File: src/rtl/axis_to_vid_uhd_4ppc_pkg.sv
// Shared timing defaults, beat width and lock-state encoding for the UHD 4ppc
// stream-to-video sink (CEA-861 3840x2160 at 30 Hz, four pixels per clock).
package axis_to_vid_uhd_4ppc_pkg;

  localparam int BEAT_W       = 96;
  localparam int H_ACTIVE_DEF = 960;
  localparam int H_FP_DEF     = 44;
  localparam int H_SYNC_DEF   = 22;
  localparam int H_BP_DEF     = 74;
  localparam int V_ACTIVE_DEF = 2160;
  localparam int V_FP_DEF     = 8;
  localparam int V_SYNC_DEF   = 10;
  localparam int V_BP_DEF     = 72;
  localparam logic SYNC_POL_DEF = 1'b1;

  typedef enum logic {
    ST_WAIT = 1'b0,
    ST_RUN  = 1'b1
  } lock_state_e;

  // Total length of a line or frame built from its four regions.
  function automatic int region_total(input int act, input int fp, input int sync, input int bp);
    return act + fp + sync + bp;
  endfunction

endpackage

File: src/rtl/axis_to_vid_uhd_4ppc_vid_timing_gen.sv
// Free-running raster counters with region flags decoded from the current count.
// Region order within a line and within a frame is active, front porch, sync, back porch.
module vid_timing_gen
  import axis_to_vid_uhd_4ppc_pkg::*;
#(
  parameter int H_ACTIVE = H_ACTIVE_DEF,
  parameter int H_FP     = H_FP_DEF,
  parameter int H_SYNC   = H_SYNC_DEF,
  parameter int H_BP     = H_BP_DEF,
  parameter int V_ACTIVE = V_ACTIVE_DEF,
  parameter int V_FP     = V_FP_DEF,
  parameter int V_SYNC   = V_SYNC_DEF,
  parameter int V_BP     = V_BP_DEF
) (
  input  logic clk_i,
  input  logic rst_ni,
  output logic active_o,
  output logic hsync_o,
  output logic vsync_o,
  output logic eof_o,
  output logic sof_pos_o,
  output logic eol_pos_o
);

  localparam int H_TOT = region_total(H_ACTIVE, H_FP, H_SYNC, H_BP);
  localparam int V_TOT = region_total(V_ACTIVE, V_FP, V_SYNC, V_BP);
  localparam int HW    = $clog2(H_TOT);
  localparam int VW    = $clog2(V_TOT);

  logic [HW-1:0] h_cnt_q, h_cnt_d;
  logic [VW-1:0] v_cnt_q, v_cnt_d;
  int            h_pos, v_pos;
  logic          h_last, v_last;

  assign h_pos  = int'(h_cnt_q);
  assign v_pos  = int'(v_cnt_q);
  assign h_last = (h_pos == H_TOT - 1);
  assign v_last = (v_pos == V_TOT - 1);

  always_comb begin
    h_cnt_d = h_cnt_q + 1'b1;
    v_cnt_d = v_cnt_q;
    if (h_last) begin
      h_cnt_d = '0;
      v_cnt_d = v_last ? '0 : v_cnt_q + 1'b1;
    end
  end

  always_ff @(posedge clk_i) begin
    if (!rst_ni) begin
      h_cnt_q <= '0;
      v_cnt_q <= '0;
    end else begin
      h_cnt_q <= h_cnt_d;
      v_cnt_q <= v_cnt_d;
    end
  end

  // Sync flags are active-high here; polarity is applied at the output register.
  assign active_o  = (h_pos < H_ACTIVE) && (v_pos < V_ACTIVE);
  assign hsync_o   = (h_pos >= H_ACTIVE + H_FP) && (h_pos < H_ACTIVE + H_FP + H_SYNC);
  assign vsync_o   = (v_pos >= V_ACTIVE + V_FP) && (v_pos < V_ACTIVE + V_FP + V_SYNC);
  assign eof_o     = h_last && v_last;
  assign sof_pos_o = (h_pos == 0) && (v_pos == 0);
  assign eol_pos_o = (h_pos == H_ACTIVE - 1);

endmodule

File: src/rtl/axis_to_vid_uhd_4ppc.sv
// AXI4-Stream 4ppc video sink: locks the incoming stream to the local raster and
// emits registered data/DE/HSYNC/VSYNC, dropping lock on underflow or framing error.
module axis_to_vid_uhd_4ppc
  import axis_to_vid_uhd_4ppc_pkg::*;
#(
  parameter int   H_ACTIVE = H_ACTIVE_DEF,
  parameter int   H_FP     = H_FP_DEF,
  parameter int   H_SYNC   = H_SYNC_DEF,
  parameter int   H_BP     = H_BP_DEF,
  parameter int   V_ACTIVE = V_ACTIVE_DEF,
  parameter int   V_FP     = V_FP_DEF,
  parameter int   V_SYNC   = V_SYNC_DEF,
  parameter int   V_BP     = V_BP_DEF,
  parameter logic SYNC_POL = SYNC_POL_DEF
) (
  input  logic              s_axis_video_aclk,
  input  logic              s_axis_video_aresetn,
  input  logic [BEAT_W-1:0] VIDEO_IN_tdata,
  input  logic              VIDEO_IN_tvalid,
  output logic              VIDEO_IN_tready,
  input  logic              VIDEO_IN_tuser,
  input  logic              VIDEO_IN_tlast,
  output logic [BEAT_W-1:0] vid_data,
  output logic              vid_de,
  output logic              vid_hsync,
  output logic              vid_vsync,
  output logic              locked,
  output logic              underflow,
  output logic              sync_err
);

  logic active, hsync, vsync, eof, sof_pos, eol_pos;

  vid_timing_gen #(
    .H_ACTIVE(H_ACTIVE), .H_FP(H_FP), .H_SYNC(H_SYNC), .H_BP(H_BP),
    .V_ACTIVE(V_ACTIVE), .V_FP(V_FP), .V_SYNC(V_SYNC), .V_BP(V_BP)
  ) u_timing (
    .clk_i     (s_axis_video_aclk),
    .rst_ni    (s_axis_video_aresetn),
    .active_o  (active),
    .hsync_o   (hsync),
    .vsync_o   (vsync),
    .eof_o     (eof),
    .sof_pos_o (sof_pos),
    .eol_pos_o (eol_pos)
  );

  lock_state_e       state_q;
  logic [BEAT_W-1:0] data_q;
  logic              de_q, hsync_q, vsync_q, underflow_q, sync_err_q;
  logic              beat_taken, slot_missed, frame_bad, sof_held;

  // While waiting, everything except an SOF beat is drained; the SOF beat is
  // parked until the raster reaches its last slot so it lands on h=0, v=0.
  always_comb begin
    VIDEO_IN_tready = 1'b0;
    if (s_axis_video_aresetn) begin
      if (state_q == ST_RUN) VIDEO_IN_tready = active;
      else                   VIDEO_IN_tready = !(VIDEO_IN_tvalid && VIDEO_IN_tuser);
    end
  end

  assign beat_taken  = VIDEO_IN_tvalid && VIDEO_IN_tready;
  assign slot_missed = (state_q == ST_RUN) && active && !VIDEO_IN_tvalid;
  assign frame_bad   = (state_q == ST_RUN) && beat_taken &&
                       ((VIDEO_IN_tuser != sof_pos) || (VIDEO_IN_tlast != eol_pos));
  assign sof_held    = VIDEO_IN_tvalid && VIDEO_IN_tuser && eof;

  always_ff @(posedge s_axis_video_aclk) begin
    if (!s_axis_video_aresetn) begin
      state_q     <= ST_WAIT;
      data_q      <= '0;
      de_q        <= 1'b0;
      hsync_q     <= ~SYNC_POL;
      vsync_q     <= ~SYNC_POL;
      underflow_q <= 1'b0;
      sync_err_q  <= 1'b0;
    end else begin
      data_q      <= ((state_q == ST_RUN) && beat_taken) ? VIDEO_IN_tdata : '0;
      de_q        <= active;
      hsync_q     <= hsync ^ ~SYNC_POL;
      vsync_q     <= vsync ^ ~SYNC_POL;
      underflow_q <= slot_missed;
      sync_err_q  <= frame_bad;
      case (state_q)
        ST_WAIT: if (sof_held) state_q <= ST_RUN;
        ST_RUN:  if (slot_missed || frame_bad) state_q <= ST_WAIT;
        default: state_q <= ST_WAIT;
      endcase
    end
  end

  assign vid_data  = data_q;
  assign vid_de    = de_q;
  assign vid_hsync = hsync_q;
  assign vid_vsync = vsync_q;
  assign locked    = (state_q == ST_RUN);
  assign underflow = underflow_q;
  assign sync_err  = sync_err_q;

endmodule

File: config.mk
export PLATFORM = sky130hd
export DESIGN_NAME = axis_to_vid_uhd_4ppc
export DESIGN_NICKNAME = d
export VERILOG_FILES = /design/src/rtl/axis_to_vid_uhd_4ppc_pkg.sv /design/src/rtl/axis_to_vid_uhd_4ppc_vid_timing_gen.sv /design/src/rtl/axis_to_vid_uhd_4ppc.sv
export SDC_FILE = /design/constraint.sdc
export NUM_CORES = 1
export LEC_CHECK = 0
export CORE_UTILIZATION = 35
export CTS_BUF_LIST = sky130_fd_sc_hd__clkbuf_16
export DETAILED_ROUTE_END_ITERATION = 8
export PLACE_DENSITY = 0.72
export SLEW_MARGIN = 20
export SYNTH_ARGS = -nofsm -noshare
export SYNTH_HDL_FRONTEND = slang
export SYNTH_SLANG_ARGS = --single-unit
File: constraint.sdc
create_clock -name s_axis_video_aclk -period 4 [get_ports s_axis_video_aclk]
set_clock_uncertainty 0.15 [all_clocks]
set_input_delay 0.8 -clock s_axis_video_aclk [delete_from_list [all_inputs] [get_ports s_axis_video_aclk]]
set_output_delay 0.8 -clock s_axis_video_aclk [all_outputs]
set_load 0.01 [all_outputs]
==> results of run 1 <==
-- cell families after synthesis --
kind of cell / after synthesis
AO/OA/AOI/OAI: 18
XOR/XNOR: 19
adder cells (fa/ha/maj): 5
buffers and inverters: 19
flip-flops: 125
AND/OR/NAND/NOR: 183
-- worst reg2reg max path: stages (launching register included) --
cell and delay (ps):
dfxtp_1 360, or4_4 570, nor4_1 660, nand4_1 220, xor2_1 180, nor2_1 60
-- flip-flops by register name, summed over array words and instances, names as in the netlist --
| name | count |
|---|---|
| vid_vsync | 1 |
| vid_de | 1 |
| locked | 1 |
| vid_hsync | 1 |
| u_timing.h_cnt_q | 11 |
| vid_data | 96 |
| sync_err | 1 |
| u_timing.v_cnt_q | 12 |
| underflow | 1 |
-- layout make-up --
cell class / count / area [um^2]
multi-input combinational: 225 / 1420
fill: 870 / 4310
sequential: 125 / 2500
clock inverter: 14 / 88.8
clock buffer: 17 / 425
tap: 140 / 175
inverter: 6 / 22.5
timing repair buffer: 205 / 2050
-- power breakdown --
part	leakage, uW	internal [uW]	total (uW)	switching, uW
logic	0.00132	93.7	117	23.3
registers	0.00101	1250	1250	3.21
clock network	0.000257	823	1320	495
total	0.00258	2170	2690	522
-- per-stage QoR --
| step | power (uW) | hold slack (ps) | instance area, um^2 |
|---|---|---|---|
| finish | 2690 | 313 | 6680 |
| global route | 2790 | 355 | 6680 |
| CTS | 2730 | 320 | 6680 |
| detailed placement | 1400 | 309 | 6160 |
| global placement | 1390 | 293 | 6160 |
| floorplan | 1300 | 280 | 3990 |
-- worst max path at each step --
stage                              start               to  slack [ps]
floorplan            u_timing.v_cnt_q[7]  VIDEO_IN_tready        1640
global placement    s_axis_video_aresetn  VIDEO_IN_tready         870
detailed placement  s_axis_video_aresetn  VIDEO_IN_tready         840
CTS                  u_timing.v_cnt_q[7]  VIDEO_IN_tready         560
global route         u_timing.v_cnt_q[7]  VIDEO_IN_tready         390
finish               u_timing.v_cnt_q[7]  VIDEO_IN_tready         580
-- metal layers --
metal	global-route usage, %	share of wire [%]
met5	0	0
met4	10.6	2.1
met1	17.5	36
met2	29.2	51
met3	10.5	11
-- cells in the mapped netlist (4+ instances only) --
master,count
nor2_1,23
a21oi_1,7
nand2_1,11
xnor2_1,7
nand3_1,8
nor3_1,7
clkbuf_1,12
ha_1,5
nor2b_1,5
and2_1,97
nor4_1,6
xor2_1,12
or3_1,4
nand4_1,9
inv_1,6
dfxtp_1,125
==> flow_metrics.py, run 1 <==
metrics = {
    "worst_setup_path": {
        "cp_data_required_time_ps": 3050,
        "crit_chain": "nor4_1 -> o21ai_1 -> a211oi_1 -> a21oi_1 -> nor2b_1 -> clkdlybuf4s50_1",
        "slowest_stage": "clkdlybuf4s50_1",
        "start_kind": "flip-flop",
        "end_kind": "primary output",
        "cp_top_family": "compound AO/OA/AOI/OAI gates",
        "cpPeakStageDelay_ps": 540,
        "worstPathArrival_ps": 2470,
        "reg2reg_slack_ps": 1680,
        "criticalPathCategory": "reg2out",
        "r2r_cells": 5,
        "r2r-end": "u_timing.v_cnt_q[5]",
        "crit_cells": 6,
        "crit_path_max_fanout": 7,
        "worst-path-buf-inv": 1,
        "reg2reg_from": "u_timing.h_cnt_q[4]",
    },
    "timing": {
        "final_max_slew_viol_count": 0,
        "tightestPinTransition_ps": 729,
        "hold_viol": 0,
        "setup_violations": 0,
        "timing.final.crit_share_pct": 85.6,
        "fmax_mhz": 292,
        "rsz0062_at_grt": "no",
        "fin_tns_setup_ps": 0,
        "max_slew_margin_pct": 51.0,
        "layout_setup_ws_ps": 576,
        "period_minus_slack_ps": 3420,
    },
    "grt": {
        "grt_max_degree": 60,
        "grt_overflow": 0,
        "antenna_found_initial": 0,
        "grt_pass1_vias": 3241,
        "grt_pass1_wl_um": 15400,
        "grt_usage_pct": 17.9,
    },
    "yosys": {
        "synthTopCellsByArea": "dfxtp_1 (63%), and2_1 (15%), xor2_1 (2.6%)",
        "synth_adder_area_share_pct": 1.57,
        "synth_compound_area_share_pct": 2.92,
        "yosys-mux-area-fraction_pct": 0,
        "synth_top_family_by_area": "simple AND/OR/NAND/NOR gates",
        "yosys_warnings": 0,
        "syn-cell-area_mm2": 0.00399,
        "netlist.area_leader.share_pct": 62.7,
        "postSynth.asyncResetShare_pct": 0,
        "ys_ff_latch": 125,
        "syn_inst": 369,
        "synth-simple-area-share_pct": 26.7,
        "synth_edf_count": 0,
        "synth_fp_nets": 475,
        "synth_flop_cell": "dfxtp_1",
        "avgSynthCellArea_um2": 10.8,
        "synth_xor_area_share_pct": 4.17,
        "ys_types": 38,
        "ys_seq_area_share_pct": 62.7,
        "yosys.area.top_type": "dfxtp_1",
    },
    "placement": {
        "dpl_worst_slack_ps": 841,
        "placed_cells": 701,
        "port-buffer-count": 203,
        "hpwlAfterDp_um": 7570,
        "globalplace.congestion": 0.805,
    },
    "clock_tree": {
        "path_clk_slew_ps": 50,
        "cts-root-buf": "clkbuf_16",
        "numCtsBuffers": 17,
        "clock_latency_ps": 400,
        "cts_buffer_depth": 2,
        "cts_sinks": 125,
        "cts.repair.resized": 0,
        "htreeDepth": 4,
        "hold_buffers": 0,
        "cts_tree": "yes",
        "postCtsSetupBuffers": 0,
    },
    "power_and_ir_drop": {
        "ir_drop_mv": 0.305,
        "power.density_mw_per_mm2": 403,
        "p_leak_uw": 0.00258,
    },
    "die": {
        "dieArea_mm2": 0.0118,
        "ioPinCount": 204,
        "start_util_pct": 36.3,
        "fp-row-count": 38,
        "chipHeight_um": 109,
        "core_area_mm2": 0.0110,
        "fp.dieW_um": 109,
    },
    "drt": {
        "vias_per_cell": 4.41,
        "num_vias": 3231,
        "firstDrtPassIters": 4,
        "avgRoutedWirePerCell_um": 13.8,
        "initialDrtViolationCount": 85,
        "postRouteWirelength_um": 10100,
        "drc": 0,
        "drtAntennaViolNets": 0,
    },
    "run_status": {
        "status": "finished clean",
    },
    "min_path": {
        "hp-start": "u_timing.h_cnt_q[0]",
        "hp-class": "reg2reg",
        "min_to": "u_timing.h_cnt_q[0]",
        "min_path_cells": 1,
    },
    "final_layout": {
        "diodes": 0,
        "layout.nets": 686,
        "final_cell_mix": "clkdlybuf4s50_1 (203), dfxtp_1 (125), and2_1 (97)",
        "final_util_pct": 60.8,
        "final_cell_count_no_fill": 732,
        "layout_commonest_cell": "clkdlybuf4s50_1",
        "area_delta_synth_final_pct": 67.3,
        "drive_above_1_share_pct": 5.07,
    },
    "flow_run": {
        "maxCapViolCount": 0,
    },
}
Power figures use the tool's default switching activity.
==> inputs of run 2 (changes only) <==
==> constraint.sdc (replaced) <==
create_clock -name s_axis_video_aclk -period 3.4 [get_ports s_axis_video_aclk]
set_clock_uncertainty 0.15 [all_clocks]
set_input_delay 0.68 -clock s_axis_video_aclk [delete_from_list [all_inputs] [get_ports s_axis_video_aclk]]
set_output_delay 0.68 -clock s_axis_video_aclk [all_outputs]
set_load 0.01 [all_outputs]
==> run 2 against run 1 <==
Compared with the run above:
- sequential power increased by 18%
- die area is the same
- clock-buffer cell count did not move
- clock power up 24%
- routed wire length rose by 2.6%
- critical path type unchanged
- critical endpoint unchanged
==> flow_metrics.py, run 2 (same netlist as run 1, synthesis figures left out) <==
metrics = {
    "worst_setup_path": {
        "start_kind": "flip-flop",
        "crit_start": "u_timing.v_cnt_q[7]",
        "end_kind": "primary output",
        "criticalPathCategory": "reg2out",
        "cpPeakStageDelay_ps": 540,
        "worstPathArrival_ps": 2350,
        "crit_chain": "nor4_4 -> o21ai_1 -> a211oi_2 -> a21oi_1 -> nor2b_1 -> clkdlybuf4s50_1",
        "cp_data_required_time_ps": 2570,
        "reg2reg_from": "u_timing.h_cnt_q[4]",
        "crit_path_max_fanout": 7,
        "slowest_stage": "clkdlybuf4s50_1",
    },
    "clock_tree": {
        "clock_latency_ps": 410,
        "path_clk_slew_ps": 50,
        "cts-root-buf": "clkbuf_16",
        "htreeDepth": 4,
        "cts_buffer_depth": 2,
        "hold_buffers": 0,
        "cts_sinks": 125,
        "cts_tree": "yes",
        "numCtsBuffers": 17,
    },
    "die": {
        "fp-row-count": 38,
        "chipHeight_um": 109,
        "dieArea_mm2": 0.0118,
        "core_area_mm2": 0.0110,
        "fp.dieW_um": 109,
        "start_util_pct": 36.3,
        "ioPinCount": 204,
    },
    "placement": {
        "globalplace.congestion": 0.833,
        "port-buffer-count": 203,
        "hpwlAfterDp_um": 7640,
        "placed_cells": 701,
    },
    "timing": {
        "tightestPinTransition_ps": 758,
        "fmax_mhz": 315,
        "max_slew_margin_pct": 49.0,
        "fin_tns_setup_ps": 0,
        "final_max_slew_viol_count": 0,
        "hold_viol": 0,
        "timing.final.crit_share_pct": 93.5,
        "period_minus_slack_ps": 3180,
        "setup_violations": 0,
        "rsz0062_at_grt": "no",
    },
    "final_layout": {
        "area_delta_synth_final_pct": 68.3,
        "diodes": 0,
        "layout.nets": 686,
        "largest_register_ffs": 96,
        "final_cell_count_no_fill": 731,
        "final_cell_mix": "clkdlybuf4s50_1 (203), dfxtp_1 (125), and2_1 (97)",
        "layout_commonest_cell": "clkdlybuf4s50_1",
        "drive_above_1_share_pct": 5.41,
    },
    "power_and_ir_drop": {
        "power.density_mw_per_mm2": 484,
        "p_leak_uw": 0.00259,
        "ir_drop_mv": 0.354,
        "power_uw": 3250,
    },
    "drt": {
        "initialDrtViolationCount": 98,
        "firstDrtPassIters": 4,
        "avgRoutedWirePerCell_um": 14.2,
        "drtAntennaViolNets": 0,
        "num_vias": 3241,
        "drc": 0,
        "vias_per_cell": 4.43,
        "postRouteWirelength_um": 10400,
    },
    "grt": {
        "grt_overflow": 0,
        "grt_max_degree": 58,
        "grt_pass1_vias": 3216,
        "grt_usage_pct": 18.2,
        "antenna_found_initial": 0,
        "grt_pass1_wl_um": 15700,
    },
    "min_path": {
        "hp-start": "u_timing.h_cnt_q[0]",
        "hp-class": "reg2reg",
    },
    "run_status": {
        "status": "finished clean",
    },
    "flow_run": {
        "maxCapViolCount": 0,
    },
}
==> run 2: changes by cell type in the layout (fill, tap and decap cells not counted) <==
cell       change
a211oi_2       +1
inv_1          -1
a211oi_1       -1
bufinv_16      +1
nor4_4         +1
nor4_1         -1
clkinv_2       -1
==> run 2: timing repair <==
item | CTS | global route
buffers inserted | 0 | 0
endpoints found under the setup margin | 0 | 1
gates resized for setup | 0 | 3
endpoints found under the hold margin | 0 | 0
==> run 2: routing by layer <==
layer	part of all wire [%]	wire, um	global-route usage [%]
met1	37	3810	17.4
met2	51	5300	31.1
met3	11	1120	9.92
met4	1.4	141	10.1
met5	0	0	0
==> run 2: power by group <==
group / internal [uW] / switching, uW
sequential: 1470 / 3.94
combinational: 110 / 28.6
clock: 1040 / 592
==> run 2: worst max-delay path, delay by kind of cell, from the launching register on <==
kind,cells,cell delay (ps)
buf+inv,1,540
simple gates,2,420
compound gates,3,590
flops,1,390
==> run 2: cell type report <==
cell class | count | area, um^2
timing repair buffer | 205 | 2050
fill | 885 | 4270
sequential | 125 | 2500
tap | 140 | 175
clock inverter | 13 | 110
clock buffer | 17 | 425
inverter | 6 | 22.5
multi-input combinational | 225 | 1440
==> run 2: per-stage QoR <==
step | hold slack, ps | area, um^2 | util (%) | worst slack (ps)
after CTS | 317 | 6700 | 61.0 | 29.8
final | 317 | 6720 | 61.2 | 222
after detailed placement | 307 | 6160 | 56.1 | 482
after global routing | 368 | 6720 | 61.2 | 28.6
after global placement | 294 | 6160 | 56.1 | 525
after floorplan | 280 | 3990 | - | 1160
==> run 2: final timing paths <==
kind	slack [ps]	endpoint	cells past startpoint
hold / removal	320	u_timing.h_cnt_q[0]	1
setup reg to reg	1070	u_timing.v_cnt_q[10]	5
setup / recovery	220	VIDEO_IN_tready	6
hold reg to reg	320	u_timing.h_cnt_q[0]	1
==> inputs of run 3 (changes only) <==
--- a/config.mk
+++ b/config.mk
@@ -6,7 +6,6 @@
 export NUM_CORES = 1
 export LEC_CHECK = 0
 export CORE_UTILIZATION = 35
-export CTS_BUF_LIST = sky130_fd_sc_hd__clkbuf_16
 export DETAILED_ROUTE_END_ITERATION = 8
 export PLACE_DENSITY = 0.72
 export SLEW_MARGIN = 20
==> run 3 against run 2 <==
Compared with the run above:
- combinational power about the same
- worst setup slack better by 21 ps
- sequential cell count unchanged
- sequential power about the same
- via count up 0.43%
- worst hold slack about the same
- core utilization up 0.55 points
- sequential share of layout area down 0.33 points
- final area up 0.89%
- die area unchanged
- register-to-register slack about the same
- critical path depth unchanged
- highest routed layer unchanged
==> flow_metrics.py, run 3 (same netlist as run 1, synthesis figures left out) <==
metrics = {
    "grt": {
        "met2_usage_pct": 31.8,
        "grt_usage_pct": 18.4,
        "met1_usage_pct": 17.5,
        "grt_overflow": 0,
        "grt_pass1_wl_um": 15900,
        "grt_max_degree": 58,
        "grt_util_met3_pct": 9.80,
        "grt_pass1_vias": 3245,
        "antenna_found_initial": 0,
        "top_usage_layer": "met2",
    },
    "drt": {
        "vias_per_cell": 4.45,
        "drc": 0,
        "firstDrtPassIters": 5,
        "postRouteWirelength_um": 10400,
        "num_vias": 3255,
        "drtAntennaViolNets": 0,
        "initialDrtViolationCount": 111,
        "avgRoutedWirePerCell_um": 14.3,
    },
    "final_layout": {
        "final_cell_mix": "clkdlybuf4s50_1 (203), dfxtp_1 (125), and2_1 (97)",
        "largest_register_ffs": 96,
        "layout_commonest_cell": "clkdlybuf4s50_1",
        "drive_above_1_share_pct": 6.43,
        "diodes": 0,
        "layout.nets": 686,
        "area_delta_synth_final_pct": 69.8,
        "fill_cells": 877,
        "fin_area_mm2": 0.00678,
        "final_cell_count_no_fill": 731,
    },
    "power_and_ir_drop": {
        "power.density_mw_per_mm2": 501,
        "p_leak_uw": 0.00262,
        "ir_drop_mv": 0.389,
    },
    "timing": {
        "hold_ws_ps": 317,
        "fin_tns_setup_ps": 0,
        "setup_violations": 0,
        "tightestPinTransition_ps": 759,
        "fmax_mhz": 317,
        "rsz0062_at_grt": "no",
        "hold_viol": 0,
        "final_max_slew_viol_count": 0,
        "period_minus_slack_ps": 3160,
        "timing.final.crit_share_pct": 92.8,
        "max_slew_margin_pct": 49.0,
    },
    "placement": {
        "placed_area_mm2": 0.00616,
        "port-buffer-count": 203,
        "hpwlAfterDp_um": 7640,
        "globalplace.congestion": 0.833,
        "placed_cells": 701,
    },
    "clock_tree": {
        "cts_tree": "yes",
        "path_clk_slew_ps": 50,
        "cts_buffer_depth": 2,
        "postCtsSetupBuffers": 0,
        "cts-root-buf": "clkbuf_16",
        "numCtsBuffers": 17,
        "htreeDepth": 4,
        "clock_latency_ps": 400,
        "cts_sinks": 125,
    },
    "worst_setup_path": {
        "end_kind": "primary output",
        "reg2reg_slack_ps": 1070,
        "crit_path_max_fanout": 7,
        "cpPeakStageDelay_ps": 540,
        "worstPathArrival_ps": 2330,
        "slowest_stage": "clkdlybuf4s50_1",
        "criticalPathCategory": "reg2out",
        "crit_chain": "nor4_4 -> o21ai_1 -> a211oi_2 -> a21oi_1 -> nor2b_1 -> clkdlybuf4s50_1",
        "cp_data_required_time_ps": 2570,
        "start_kind": "flip-flop",
    },
    "die": {
        "ioPinCount": 204,
        "core_area_mm2": 0.0110,
        "chipHeight_um": 109,
        "fp-row-count": 38,
        "fp.dieW_um": 109,
        "dieArea_mm2": 0.0118,
        "start_util_pct": 36.3,
    },
    "min_path": {
        "hp-class": "reg2reg",
    },
    "flow_run": {
        "maxCapViolCount": 0,
    },
    "run_status": {
        "status": "finished clean",
    },
}
## run 3: what timing repair did
action,4_1_cts,5_1_grt
setup endpoints to repair,0,1
hold buffers,0,0
resized for setup,0,3
## run 3: where the power goes
group | internal [uW] | switching, uW
Sequential | 1470 | 4.00
Clock | 1190 | 600
Combinational | 110 | 28.6
## run 3: worst paths after layout
check / start / end / cells past startpoint
hold reg to reg: u_timing.h_cnt_q[0] / u_timing.h_cnt_q[0] / 1
hold / removal: u_timing.h_cnt_q[0] / u_timing.h_cnt_q[0] / 1
setup reg to reg: u_timing.h_cnt_q[4] / u_timing.v_cnt_q[10] / 5
setup / recovery: u_timing.v_cnt_q[7] / VIDEO_IN_tready / 6
## run 3: layer usage
layer / wire (um) / up-vias
met2: 5350 / 137
met5: 0 / -
li1: - / 1621
met1: 3760 / 1478
met4: 184 / 0
met3: 1160 / 19
## run 3: final cells by class
class,instances,area [um^2],share of cell area (%)
Tap cell,140,175,2.58
Clock buffer,25,515,7.61
Inverter,6,22.5,0.332
Sequential cell,125,2500,36.9
Clock inverter,5,80.1,1.18
Timing Repair Buffer,205,2050,30.2
Multi-Input combinational cell,225,1440,21.2
## run 3: through the flow
stage	worst slack [ps]	utilization (%)	power, uW
6_report	244	61.7	3400
3_5_place_dp	482	56.1	1640
3_3_place_gp	525	56.1	1640
5_1_grt	2.07	61.7	3510
4_1_cts	31.6	61.5	3440
2_1_floorplan	1160	-	1520
## run 3: worst max-delay path: cells and delay by family (launching register included)
family | cells | cell delay, ps
AO/OA/AOI/OAI | 3 | 580
flip-flops | 1 | 390
AND/OR/NAND/NOR | 2 | 420
buffers and inverters | 1 | 540
